File: src/rtl/wb_pkg.sv
// Shared Wishbone arbiter definitions: bus widths, FSM state encoding and
// one-hot grant encodings.
package wb_pkg;

   localparam int ADR_W = 32;
   localparam int DAT_W = 32;
   localparam int SEL_W = 4;

   typedef enum logic [1:0] {
      IDLE = 2'b00,
      GNT0 = 2'b01,
      GNT1 = 2'b10
   } arb_state_e;

   localparam logic [1:0] GRANT_NONE = 2'b00;
   localparam logic [1:0] GRANT_M0   = 2'b01;
   localparam logic [1:0] GRANT_M1   = 2'b10;

endpackage

File: src/rtl/wb_arb_timeout.sv
// Watchdog for the granted master: counts un-acked strobe cycles and raises a
// one-cycle error pulse when the count reaches TIMEOUT_CYCLES.
module wb_arb_timeout #(
   parameter int unsigned TIMEOUT_CYCLES = 255
) (
   input  logic clk_i,
   input  logic rst_i,
   input  logic active_i,
   input  logic stb_i,
   input  logic ack_i,
   output logic err_o
);

   localparam int unsigned CNT_W =
      ($clog2(TIMEOUT_CYCLES + 1) > 8) ? $clog2(TIMEOUT_CYCLES + 1) : 8;
   localparam logic [CNT_W-1:0] LIMIT = CNT_W'(TIMEOUT_CYCLES);

   logic [CNT_W-1:0] cnt_q, cnt_d;

   always_comb begin
      err_o = active_i && (cnt_q == LIMIT);
      cnt_d = cnt_q;
      // Clearing on the error cycle lets a stalled master see repeated pulses.
      if (!active_i || ack_i || err_o) begin
         cnt_d = '0;
      end else if (stb_i) begin
         cnt_d = cnt_q + 1'b1;
      end
   end

   always_ff @(posedge clk_i) begin
      if (rst_i) begin
         cnt_q <= '0;
      end else begin
         cnt_q <= cnt_d;
      end
   end

endmodule

File: src/rtl/wb_master_arbiter.sv
// Two-master Wishbone arbiter (round-robin, cycle-granular ownership).
// Define WB_ARB_TIMEOUT_EN to build the strobe watchdog and error termination.
module wb_master_arbiter
  import wb_pkg::*;
#(
  parameter int unsigned TIMEOUT_CYCLES = 255
) (
  input  logic             wb_clk_i,
  input  logic             wb_rst_i,

  input  logic             m0_cyc_i,
  input  logic             m0_stb_i,
  input  logic             m0_we_i,
  input  logic [SEL_W-1:0] m0_sel_i,
  input  logic [ADR_W-1:0] m0_adr_i,
  input  logic [DAT_W-1:0] m0_dat_i,
  output logic             m0_ack_o,
  output logic             m0_err_o,
  output logic [DAT_W-1:0] m0_dat_o,

  input  logic             m1_cyc_i,
  input  logic             m1_stb_i,
  input  logic             m1_we_i,
  input  logic [SEL_W-1:0] m1_sel_i,
  input  logic [ADR_W-1:0] m1_adr_i,
  input  logic [DAT_W-1:0] m1_dat_i,
  output logic             m1_ack_o,
  output logic             m1_err_o,
  output logic [DAT_W-1:0] m1_dat_o,

  output logic             s_cyc_o,
  output logic             s_stb_o,
  output logic             s_we_o,
  output logic [SEL_W-1:0] s_sel_o,
  output logic [ADR_W-1:0] s_adr_o,
  output logic [DAT_W-1:0] s_dat_o,
  input  logic             s_ack_i,
  input  logic [DAT_W-1:0] s_dat_i,

  output logic [1:0]       grant_o
);

  arb_state_e state_q, state_d;
  logic       last_m1_q, last_m1_d;
  logic       m0_req, m1_req;

  assign m0_req = m0_cyc_i & m0_stb_i;
  assign m1_req = m1_cyc_i & m1_stb_i;

  // NOTE: every always_comb output gets a default first, so no path can infer a latch.
  always_comb begin
    state_d   = state_q;
    last_m1_d = last_m1_q;
    case (state_q)
      IDLE: begin
        if (m0_req && (!m1_req || last_m1_q)) begin
          state_d   = GNT0;
          last_m1_d = 1'b0;
        end else if (m1_req) begin
          state_d   = GNT1;
          last_m1_d = 1'b1;
        end
      end
      GNT0:    if (!m0_cyc_i) state_d = IDLE;
      GNT1:    if (!m1_cyc_i) state_d = IDLE;
      default: state_d = IDLE;
    endcase
  end

  // NOTE: sequential state uses non-blocking assignments only.
  always_ff @(posedge wb_clk_i) begin
    if (wb_rst_i) begin
      state_q   <= IDLE;
      last_m1_q <= 1'b1;
    end else begin
      state_q   <= state_d;
      last_m1_q <= last_m1_d;
    end
  end

  always_comb begin
    grant_o  = GRANT_NONE;
    s_cyc_o  = 1'b0;
    s_stb_o  = 1'b0;
    s_we_o   = 1'b0;
    s_sel_o  = '0;
    s_adr_o  = '0;
    s_dat_o  = '0;
    m0_ack_o = 1'b0;
    m0_dat_o = '0;
    m1_ack_o = 1'b0;
    m1_dat_o = '0;
    case (state_q)
      GNT0: begin
        grant_o  = GRANT_M0;
        s_cyc_o  = m0_cyc_i;
        s_stb_o  = m0_stb_i;
        s_we_o   = m0_we_i;
        s_sel_o  = m0_sel_i;
        s_adr_o  = m0_adr_i;
        s_dat_o  = m0_dat_i;
        m0_ack_o = s_ack_i;
        m0_dat_o = s_dat_i;
      end
      GNT1: begin
        grant_o  = GRANT_M1;
        s_cyc_o  = m1_cyc_i;
        s_stb_o  = m1_stb_i;
        s_we_o   = m1_we_i;
        s_sel_o  = m1_sel_i;
        s_adr_o  = m1_adr_i;
        s_dat_o  = m1_dat_i;
        m1_ack_o = s_ack_i;
        m1_dat_o = s_dat_i;
      end
      default: ;
    endcase
  end

`ifdef WB_ARB_TIMEOUT_EN
  logic bus_err;

  wb_arb_timeout #(
    .TIMEOUT_CYCLES(TIMEOUT_CYCLES)
  ) u_timeout (
    .clk_i    (wb_clk_i),
    .rst_i    (wb_rst_i),
    .active_i (state_q != IDLE),
    .stb_i    (s_stb_o),
    .ack_i    (s_ack_i),
    .err_o    (bus_err)
  );

  assign m0_err_o = bus_err && (state_q == GNT0);
  assign m1_err_o = bus_err && (state_q == GNT1);
`else
  assign m0_err_o = 1'b0;
  assign m1_err_o = 1'b0;
`endif

endmodule

File: config.mk
export PLATFORM = sky130hd
export DESIGN_NAME = wb_master_arbiter
export DESIGN_NICKNAME = d
export VERILOG_FILES = /design/src/rtl/wb_pkg.sv /design/src/rtl/wb_arb_timeout.sv /design/src/rtl/wb_master_arbiter.sv
export SDC_FILE = /design/constraint.sdc
export NUM_CORES = 1
export LEC_CHECK = 0
export ABC_AREA = 1
export CAP_MARGIN = 25
export CORE_AREA = 2 2 123 125
export DETAILED_ROUTE_END_ITERATION = 8
export DIE_AREA = 0 0 125 127
export HOLD_SLACK_MARGIN = 0.1
export SLEW_MARGIN = 20
export SYNTH_ARGS = -nofsm -noshare
export SYNTH_HDL_FRONTEND = slang
export SYNTH_SLANG_ARGS = --single-unit
export TNS_END_PERCENT = 50
File: constraint.sdc
create_clock -name wb_clk_i -period 2.8 [get_ports wb_clk_i]
set_clock_uncertainty 0.2 [all_clocks]
set_input_delay 0.28 -clock wb_clk_i [delete_from_list [all_inputs] [get_ports wb_clk_i]]
set_output_delay 0.28 -clock wb_clk_i [all_outputs]
set_load 0.1 [all_outputs]
Word level (Yosys, flattened, before mapping) --
Cells that the tools add are included.
Storage, ports and cells: register bits after elaboration 3, latch bits 0, bits in writable memories 0, memory bits (read-only) 0, bits of input ports 177, output and inout bits 141, word-level logic and storage cells 34, memories 0
Cells by class: add/sub/neg operators 0, $mul 0, div/mod/pow operators 0, order comparisons 0, equal/unequal tests 5, shift operators 0, mux-type cells 18, bitwise gates (word level) 2, reduce and logical (&&, ||, !) cells 7
Operators by type and width (count):
- $pmux W32 S2 | 2
- $mux W32 | 2
- $mux W2 | 4
- $pmux W4 S2 | 1
- $pmux W1 S2 | 3
- $pmux W2 S3 | 1
- $mux W1 | 4
- $ne A2 B2 Y1 const B | 2
- $pmux W2 S2 | 1
- $ne A3 B3 Y1 const B | 1
- $reduce_and A3 Y1 | 1
- $and A1 B1 Y1 | 2
- $eq A2 B1 Y1 const B | 1
- $eq A2 B2 Y1 const B | 1
- $logic_not A2 Y1 | 1
- $reduce_and A2 Y1 | 1
- $reduce_bool A2 Y1 | 1
- $logic_and A1 B1 Y1 | 1
- $logic_not A1 Y1 | 1
- $logic_or A1 B1 Y1 | 1

Logic depth before layout (Yosys ltp) --
Gate-level depths: netlist of run 1.
depth after elaboration 6, gate-level depth with buffers 9

Least setup slack after synthesis of run 1 --
OpenSTA, ideal clock, no wires.
path type register to output, from register state_q[0], to output s_adr_o[1], data arrival time 2.461 ns, data required time 2.320 ns, path slack -0.141 ns, stages on the path, launching flop included 6, cell sequence dfxtp_1 inv_1 ha_1 inv_2 clkbuf_1 a21oi_1
On the way: word-level cells in the longest chain between the ends 2
RTL lines:
- start: declaration | line wb_master_arbiter.sv:43 | arb_state_e state_q, state_d;
- start signal: assignment | line wb_master_arbiter.sv:76 | state_q <= state_d;
- $eq A2 B2 Y1 / $eq A2 B1 Y1 (equally long branches) | line wb_master_arbiter.sv:93 | case (state_q)
- $pmux W32 S2 * | line wb_master_arbiter.sv:93
- end: declaration | line wb_master_arbiter.sv:35 | output logic [ADR_W-1:0] s_adr_o,
Mark *: on every way between the ends. The rest lies on a longest branch, timed or not.

Worst setup path in the final report of run 1 --
from register state_q[0], to output s_dat_o[18]
On the way: word-level cells in the longest chain between the ends 2
RTL lines:
- $eq A2 B2 Y1 / $eq A2 B1 Y1 (equally long branches) | line wb_master_arbiter.sv:93
- $pmux W32 S2 * | line wb_master_arbiter.sv:93
- end: declaration | line wb_master_arbiter.sv:36 | output logic [DAT_W-1:0] s_dat_o,
Marked as above.

==> flow_summary.json, run 1 <==
{
  "rrSetupSlack_ps": 1170,
  "cts-resized-gates": 0,
  "cts_buffers": 3,
  "finalNetCount": 889,
  "setup_tns_ps": 0,
  "hold_path_class": "reg2reg",
  "fin_hold_ws_ps": 336,
  "fillCellCount": 1406,
  "syn_area_sq_um": 1910,
  "synthToLayoutAreaGrowth_pct": 230,
  "antenna_cells": 0,
  "ir_drop_mv": 0.227,
  "final_antenna_net_count": 0,
  "crit_arrival_ps": 2030,
  "fp.dieW_um": 125,
  "route.detailed.drc": 0,
  "grt_overflow": 0,
  "ctsHoldBuffers": 0,
  "yosysWarnings": 0,
  "drv_cap": 0,
  "power_density_nw_per_um2": 310,
  "leakagePower_nw": 2.81,
  "die-area_sq_um": 15900,
  "grt_antenna_before_repair": 0,
  "grt_start_max_net_pins": 61,
  "finalMaxSlewViolations": 0,
  "place_area_sq_um": 6210,
  "yosys.area.top_type": "nand2_1",
  "ys_ff_latch": 3,
  "worstSetupEndpointType": "primary output",
  "syn_area_per_cell_sq_um": 4.63,
  "yosysTopAreaCellShare_pct": 40.8,
  "first_global_vias": 3531,
  "ys_types": 17,
  "row_count": 44,
  "cts_tree": "yes",
  "setup_viol": 0,
  "holdPathEnd": "state_q[1]",
  "core_area_sq_um": 14400,
  "vias": 3442,
  "synth_edf_count": 0,
  "yosysMostFrequentCell": "nand2_1",
  "synth_ff_type": "dfxtp_1",
  "grt_use_total_pct": 13.8,
  "viasPerCell": 3.87,
  "die_h_um": 127,
  "relSlewSlack_pct": 63.6,
  "drive_gt1_share_pct": 25.5,
  "clock_sink_count": 3,
  "fin_crit_sh_pct": 89.6,
  "multi_input_area_sq_um": 1400,
  "max_freq_mhz": 399,
  "path_max_fanout": 44,
  "max-clock-path-buffers": 2,
  "portBuffers": 315,
  "wl_per_cell_um": 13.0,
  "yosys-top-cells-count": "nand2_1, inv_1, a21oi_1, buf_2",
  "ys_seq_area_share_pct": 3.15,
  "hold_depth": 2,
  "cp.required_ps": 2320,
  "clk_pin_slew_ps": 30,
  "netlist_instances": 412,
  "synth_area_leaders": "nand2_1, a21oi_1, inv_1, buf_6, a21oi_2",
  "start_util_pct": 13.2,
  "rsz0062_at_grt": "false",
  "drt-initial-drc-count": 70,
  "regArea_sq_um": 60.1,
  "drtPass1Iterations": 4,
  "htreeDepth": 1,
  "run_status": "completed",
  "reg2reg_depth": 9,
  "tightest_slew_ps": 546,
  "fin_ws_ps": 291,
  "grt_pass1_wl_um": 18200,
  "finalWeightedCongestion": 0.778,
  "power_w": 0.00195,
  "worst_hold_startpoint": "state_q[1]",
  "dp_hpwl_um": 9720,
  "crit_type": "reg2out",
  "r2r_start": "state_q[1]",
  "final_area_sq_um": 6290,
  "synthArstFlopShare_pct": 0,
  "postCtsSetupBuffers": 0,
  "clkLatencyLatePin_ps": 230,
  "ios": 318,
  "cp-start-kind": "flop",
  "drt_wl_total_um": 11600,
  "post-place-ws_ps": 510,
  "hold_violations": 0,
  "post-route-min-period_ps": 2510,
  "cts_root_buf": "clkbuf_16",
  "reg2reg_to": "state_q[0]"
}
-- layout by cell type, fill, tap and decap left out --
cell / instances
inv_1: 71
conb_1: 2
nand2_2: 10
nand4_1: 1
a21oi_1: 56
clkbuf_1: 1
dfxtp_1: 3
ha_1: 3
clkbuf_16: 3
clkdlybuf4s50_1: 176
a21oi_2: 17
buf_12: 111
buf_4: 35
nand2_1: 207
nor2_1: 3
nand3_1: 3
ha_4: 2
inv_2: 2
-- where the power goes --
part	switching (W)	internal [W]
sequential	0.00000450	0.0000475
combinational	0.00107	0.000598
clock	0.0000412	0.000188
total	0.00112	0.000833
-- worst max-delay path: stages, from the launching register on --
cell and delay (ps):
dfxtp_1 410, inv_1 140, ha_1 330, inv_2 60
buf_4 430, a21oi_1 170, buf_12 220
-- per-stage QoR --
step	cells	utilization [%]
detailed placement	886	43.0
finish	890	43.6
global placement	886	43.0
global route	890	43.6
CTS	890	43.6
floorplan	413	-
-- cell type report --
cell class	instances	share of cell area, %
inverters	73	4.36
clock buffers	4	1.25
well taps	184	3.66
multi-input cells	304	22.2
repair buffers	322	67.6
flip-flops and latches	3	0.955
-- how the worst max path moves through the flow --
stage	start	to	slack [ps]	cells past startpoint
floorplan	state_q[0]	s_adr_o[1]	-140	5
CTS	state_q[0]	s_dat_o[18]	250	6
finish	state_q[0]	s_dat_o[18]	290	6
detailed placement	state_q[0]	s_dat_o[18]	510	6
global route	state_q[0]	s_dat_o[18]	110	6
global placement	state_q[0]	s_adr_o[12]	550	6
-- layer usage --
layer,GRT usage (%),up-vias,wire [um]
met2,27.2,170,6190
met3,3.43,9,967
met1,15.2,1466,4300
met5,0,-,0
met4,1.76,0,119
li1,-,1797,-
-- registers in the layout, summed over array words and instances (netlist names) --
register / flops
last_m1_q: 1
state_q: 2
-- kinds of logic (layout without fill, tap and decap cells) --
family | count (synthesis) | count (layout) | synth area share [%]
fa+ha+maj | 5 | 5 | 3.28
simple gates | 224 | 224 | 45.8
flops | 3 | 3 | 3.15
buf+inv | 106 | 399 | 26.5
compound gates | 73 | 73 | 21.1
other cells | 1 | 2 | 0.197
Power figures use the tool's default switching activity.
==> run 2: changes to the inputs <==
Settings changed: GPL_TIMING_DRIVEN set to 0.
==> run 2 against run 1 <==
Fmax fell by 8.1%. Sequential share of layout area rose by 0.13 points. Wire length is 6.4% higher. Global-route usage increased by 0.55 points. First-iteration DRC count up 63%. Non-clock buffer count is 26 higher. Sequential power decreased by 2%. Cell count increased by 2.9%. Critical path type unchanged.
==> flow_summary.json, run 2 (same netlist as run 1, synthesis figures left out) <==
{
  "run_status": "completed",
  "postLayoutCoreUtil_pct": 38.2,
  "clkLatencyLatePin_ps": 220,
  "dp.cells": 912,
  "path_max_fanout": 10,
  "viasPerCell": 3.87,
  "ios": 318,
  "layout_common_cells": "nand2_1, clkdlybuf4s50_1, clkdlybuf4s15_2",
  "rsz0062_at_grt": "true",
  "regArea_sq_um": 60.1,
  "cp_num_buf_inv": 6,
  "fin_hold_ws_ps": 314,
  "grt_use_total_pct": 14.3,
  "cts_buffers": 3,
  "postCtsSetupBuffers": 0,
  "top_regs": "state_q: 2 flops, last_m1_q: 1 flops",
  "crit_arrival_ps": 2250,
  "crit_chain": "inv_1 > ha_1 > buf_4 > buf_6 > buf_6 > nand2_1 > inv_1 > clkdlybuf4s15_1",
  "htreeDepth": 1,
  "finalMaxSlewViolations": 0,
  "core_area_sq_um": 14400,
  "row_count": 44,
  "top_register": "state_q",
  "drtPass1Iterations": 4,
  "start_util_pct": 13.2,
  "wl_met1_um": 4770,
  "top_layer": "met4",
  "hold_path_class": "reg2reg",
  "ir_drop_mv": 0.189,
  "max-clock-path-buffers": 2,
  "grt_pass1_wl_um": 18600,
  "hold_violations": 0,
  "slowest_stage": "clkdlybuf4s15_1",
  "die-area_sq_um": 15900,
  "relSlewSlack_pct": 33.5,
  "tightest_slew_ps": 995,
  "route.detailed.drc": 0,
  "grt_overflow": 0,
  "finalNetCount": 915,
  "largest_reg_flops": 2,
  "power_w": 0.00178,
  "layout_commonest_cell": "nand2_1",
  "fillCellCount": 1557,
  "drive_gt1_share_pct": 27.2,
  "final_antenna_net_count": 0,
  "portBuffers": 315,
  "finalWeightedCongestion": 0.779,
  "drv_cap": 0,
  "critPathMaxStageDelay_ps": 820,
  "vias": 3542,
  "fp.dieW_um": 125,
  "leakagePower_nw": 2.42,
  "drt-initial-drc-count": 114,
  "crit_type": "reg2out",
  "drt_wl_total_um": 12300,
  "final_area_sq_um": 5510,
  "dp_hpwl_um": 10400,
  "fin_crit_sh_pct": 97.5,
  "power_density_nw_per_um2": 323,
  "cp.required_ps": 2320,
  "cts_tree": "yes",
  "setup_viol": 0,
  "antenna_cells": 0,
  "wl_met3_um": 871,
  "wl_per_cell_um": 13.4,
  "cp_top_family": "buffers and inverters",
  "die_h_um": 127,
  "first_global_vias": 3491,
  "dr_wl_met2_um": 6610,
  "place_area_sq_um": 5320,
  "clock_sink_count": 3,
  "worstSetupEndpointType": "primary output",
  "cp-start-kind": "flop",
  "synthToLayoutAreaGrowth_pct": 189,
  "post-route-min-period_ps": 2730,
  "max_freq_mhz": 366,
  "grt_antenna_before_repair": 0,
  "multi_input_area_sq_um": 1370,
  "stdcell_count": 916,
  "grt_start_max_net_pins": 11,
  "clk_pin_slew_ps": 30,
  "cts_root_buf": "clkbuf_16"
}
-- run 2: cell count changes in the layout (fill, tap and decap cells not counted), sizes merged --
cell,change
dlygate4sd2,+1
clkdlybuf4s15,+126
buf,-117
clkdlybuf4s50,+2
clkbuf,+14
-- run 2: area by class of cell --
| cell class | instances | share of cell area [%] |
|---|---|---|
| Buffer | 33 | 4.29 |
| Clock buffer | 4 | 1.43 |
| Inverter | 73 | 4.97 |
| Multi-Input combinational cell | 304 | 24.9 |
| Sequential cell | 3 | 1.09 |
| Tap cell | 184 | 4.18 |
| Timing Repair Buffer | 315 | 59.1 |
-- run 2: routing by layer --
metal | track usage [%] | vias to the layer above
met4 | 1.37 | 0
li1 | - | 1854
met1 | 16.2 | 1517
met5 | 0 | -
met3 | 2.89 | 6
met2 | 28.5 | 165
-- run 2: path summary, 6_finish.rpt --
check              from          end  slack [ps]  cells after the start
max          state_q[1]  m0_dat_o[0]          70                      8
min          state_q[0]   state_q[0]         310                      2
max reg2reg  state_q[0]   state_q[1]        1280                      9
min reg2reg  state_q[0]   state_q[0]         310                      2
-- run 2: report_power, final --
| group | switching, W | internal [W] |
|---|---|---|
| combinational | 0.00105 | 0.000446 |
| clock | 0.0000407 | 0.000188 |
| sequential | 0.00000363 | 0.0000475 |
| total | 0.00110 | 0.000681 |
-- run 2: through the flow --
stage          TNS (ps)  setup WS [ps]
2_1_floorplan     -6840           -141
3_3_place_gp     -20580           -490
3_5_place_dp     -22120           -469
4_1_cts            -316          -82.1
5_1_grt           -21.0          -21.0
6_report              0           70.5
-- run 2: tightest hold or removal path: cells and delay by family (launching register included) --
family / cells / cell delay [ps]
AOI/OAI and AO/OA: 1 / 60
DFF: 1 / 330
and+or+nand+nor: 1 / 70
-- run 2: timing repair --
item | in CTS | in global routing
resized for setup | 393 | 27
hold buffers | 0 | 0
endpoints found under the setup margin | 137 | 37
==> run 3: changes to the inputs <==
Settings changed: CELL_PAD_IN_SITES_DETAIL_PLACEMENT set to 0, CELL_PAD_IN_SITES_GLOBAL_PLACEMENT set to 1, CORE_AREA 2 2 123 125 to not set, CORE_MARGIN set to 2, CORE_UTILIZATION set to 12, CTS_CLUSTER_DIAMETER set to 100, DIE_AREA 0 0 125 127 to not set, PLACE_DENSITY_LB_ADDON set to 0.1.
==> run 3 against run 2 <==
Largest power group unchanged. Total power shrank 0.23%. Critical path depth unchanged. Sequential cell count unchanged. Sequential power is essentially flat. Die area up 6.5%.
==> flow_summary.json, run 3 (same netlist as run 1, synthesis figures left out) <==
{
  "largest_reg_flops": 2,
  "fin_crit_sh_pct": 95.2,
  "clkLatencyLatePin_ps": 220,
  "relSlewSlack_pct": 34.1,
  "postCtsSetupBuffers": 0,
  "r2r_start": "state_q[0]",
  "layout_common_cells": "nand2_1, clkdlybuf4s50_1, clkdlybuf4s15_2",
  "hold_violations": 0,
  "die-area_sq_um": 16900,
  "path_max_fanout": 10,
  "row_count": 46,
  "run_status": "completed",
  "crit_start": "state_q[1]",
  "crit_type": "reg2out",
  "die_h_um": 130,
  "finalWeightedCongestion": 0.790,
  "layout_commonest_cell": "nand2_1",
  "rrSetupSlack_ps": 1260,
  "ir_drop_mv": 0.167,
  "power.switching_w": 0.00109,
  "drv_cap": 0,
  "max_freq_mhz": 375,
  "crit_arrival_ps": 2190,
  "drt-initial-drc-count": 94,
  "vias": 3599,
  "rsz0062_at_grt": "true",
  "drtPass1Iterations": 4,
  "grt_use_total_pct": 13.1,
  "finalNetCount": 915,
  "setup_tns_ps": 0,
  "antenna_cells": 0,
  "hold_path_class": "reg2reg",
  "clock_sink_count": 3,
  "power_frac_seq_pct": 2.9,
  "htreeDepth": 1,
  "leakagePower_nw": 2.41,
  "route.detailed.drc": 0,
  "drive_gt1_share_pct": 26.8,
  "grt_overflow": 0,
  "cp-start-kind": "flop",
  "fin_ws_ps": 134,
  "final_antenna_net_count": 0,
  "place_area_sq_um": 5360,
  "power_w": 0.00177,
  "dp_hpwl_um": 10400,
  "core_area_sq_um": 15700,
  "switching_share_pct": 61.5,
  "power_density_nw_per_um2": 318,
  "max-clock-path-buffers": 2,
  "finalMaxSlewViolations": 0,
  "post-place-ws_ps": -367,
  "final_area_sq_um": 5580,
  "start_util_pct": 12.1,
  "fp.dieW_um": 130,
  "drt_wl_total_um": 12400,
  "synthToLayoutAreaGrowth_pct": 193,
  "portBuffers": 315,
  "cts_tree": "yes",
  "tightest_slew_ps": 986,
  "post-route-min-period_ps": 2670,
  "cts_buffers": 3,
  "top_register": "state_q",
  "p_comb_share_pct": 84.2,
  "first_global_vias": 3343,
  "clkPwrFrac_pct": 12.9,
  "clk_pin_slew_ps": 30,
  "worstSetupEndpointType": "primary output",
  "setup_viol": 0,
  "viasPerCell": 3.80,
  "fillCellCount": 1717,
  "grt_pass1_wl_um": 17500,
  "cts_root_buf": "clkbuf_16",
  "worst_hold_startpoint": "state_q[0]",
  "p_int_w": 0.000682,
  "top_regs": "state_q: 2 flops, last_m1_q: 1 flops",
  "cp.required_ps": 2320,
  "grt_antenna_before_repair": 0,
  "ios": 318,
  "grt_start_max_net_pins": 11,
  "wl_per_cell_um": 13.1
}
run 3: cell types whose count changed in the layout (fill, tap and decap cells not counted):
cell	change
clkdlybuf4s15_2	+3
clkbuf_1	+2
clkbuf_2	-5
buf_2	-2
clkdlybuf4s18_2	+1
clkdlybuf4s15_1	+2
dlygate4sd2_1	-1
run 3: through the flow:
stage	cells	utilization (%)	hold slack, ps
6_report	948	35.5	321
2_1_floorplan	413	-	149
3_5_place_dp	944	34.1	317
5_1_grt	948	35.5	342
3_3_place_gp	944	34.1	309
4_1_cts	948	35.6	321
run 3: critical path, cell delays in order, from the launching register on:
cell             delay (ps)
dfxtp_1                 330
inv_1                   110
ha_1                    150
buf_4                   130
buf_6                   170
buf_6                   160
nand2_1                  50
inv_1                    50
clkdlybuf4s15_1         810
run 3: layer usage:
metal | wire length (um) | GRT usage (%) | share of wire, % | vias up
met1 | 4580 | 14.4 | 37 | 1559
met2 | 6630 | 26.2 | 54 | 176
met3 | 1090 | 2.75 | 8.8 | 8
met5 | 0 | 0 | 0 | -
met4 | 87 | 1.64 | 0.70 | 0
li1 | - | - | - | 1856
run 3: final timing paths:
| check | endpoint | cells past startpoint |
|---|---|---|
| min reg2reg | state_q[0] | 2 |
| max | m0_ack_o | 8 |
| max reg2reg | state_q[1] | 9 |
| min | state_q[0] | 2 |
run 3: final cells by class:
class                   instances  area (sq um)  share of cell area [%]
flip-flops and latches          3          60.1                    1.08
plain buffers                  33           234                    4.20
inverters                      73           274                    4.91
clock buffers                   4          78.8                    1.41
multi-input cells             304          1370                    24.6
well taps                     216           270                    4.85
repair buffers                315          3290                    59.0
run 3: power by group through the flow:
stage          clock network [W]  logic (W)  registers (W)
3_3_place_gp                   0    0.00153      0.0000516
6_report                0.000228    0.00149      0.0000512
2_1_floorplan                  0    0.00100      0.0000506
4_1_cts                 0.000231    0.00151      0.0000513
3_5_place_dp                   0    0.00153      0.0000519
5_1_grt                 0.000233    0.00158      0.0000518
run 3: timing repair:
action,CTS,global route
setup endpoints to repair,137,36
gates resized for setup,397,17
hold buffers,0,0
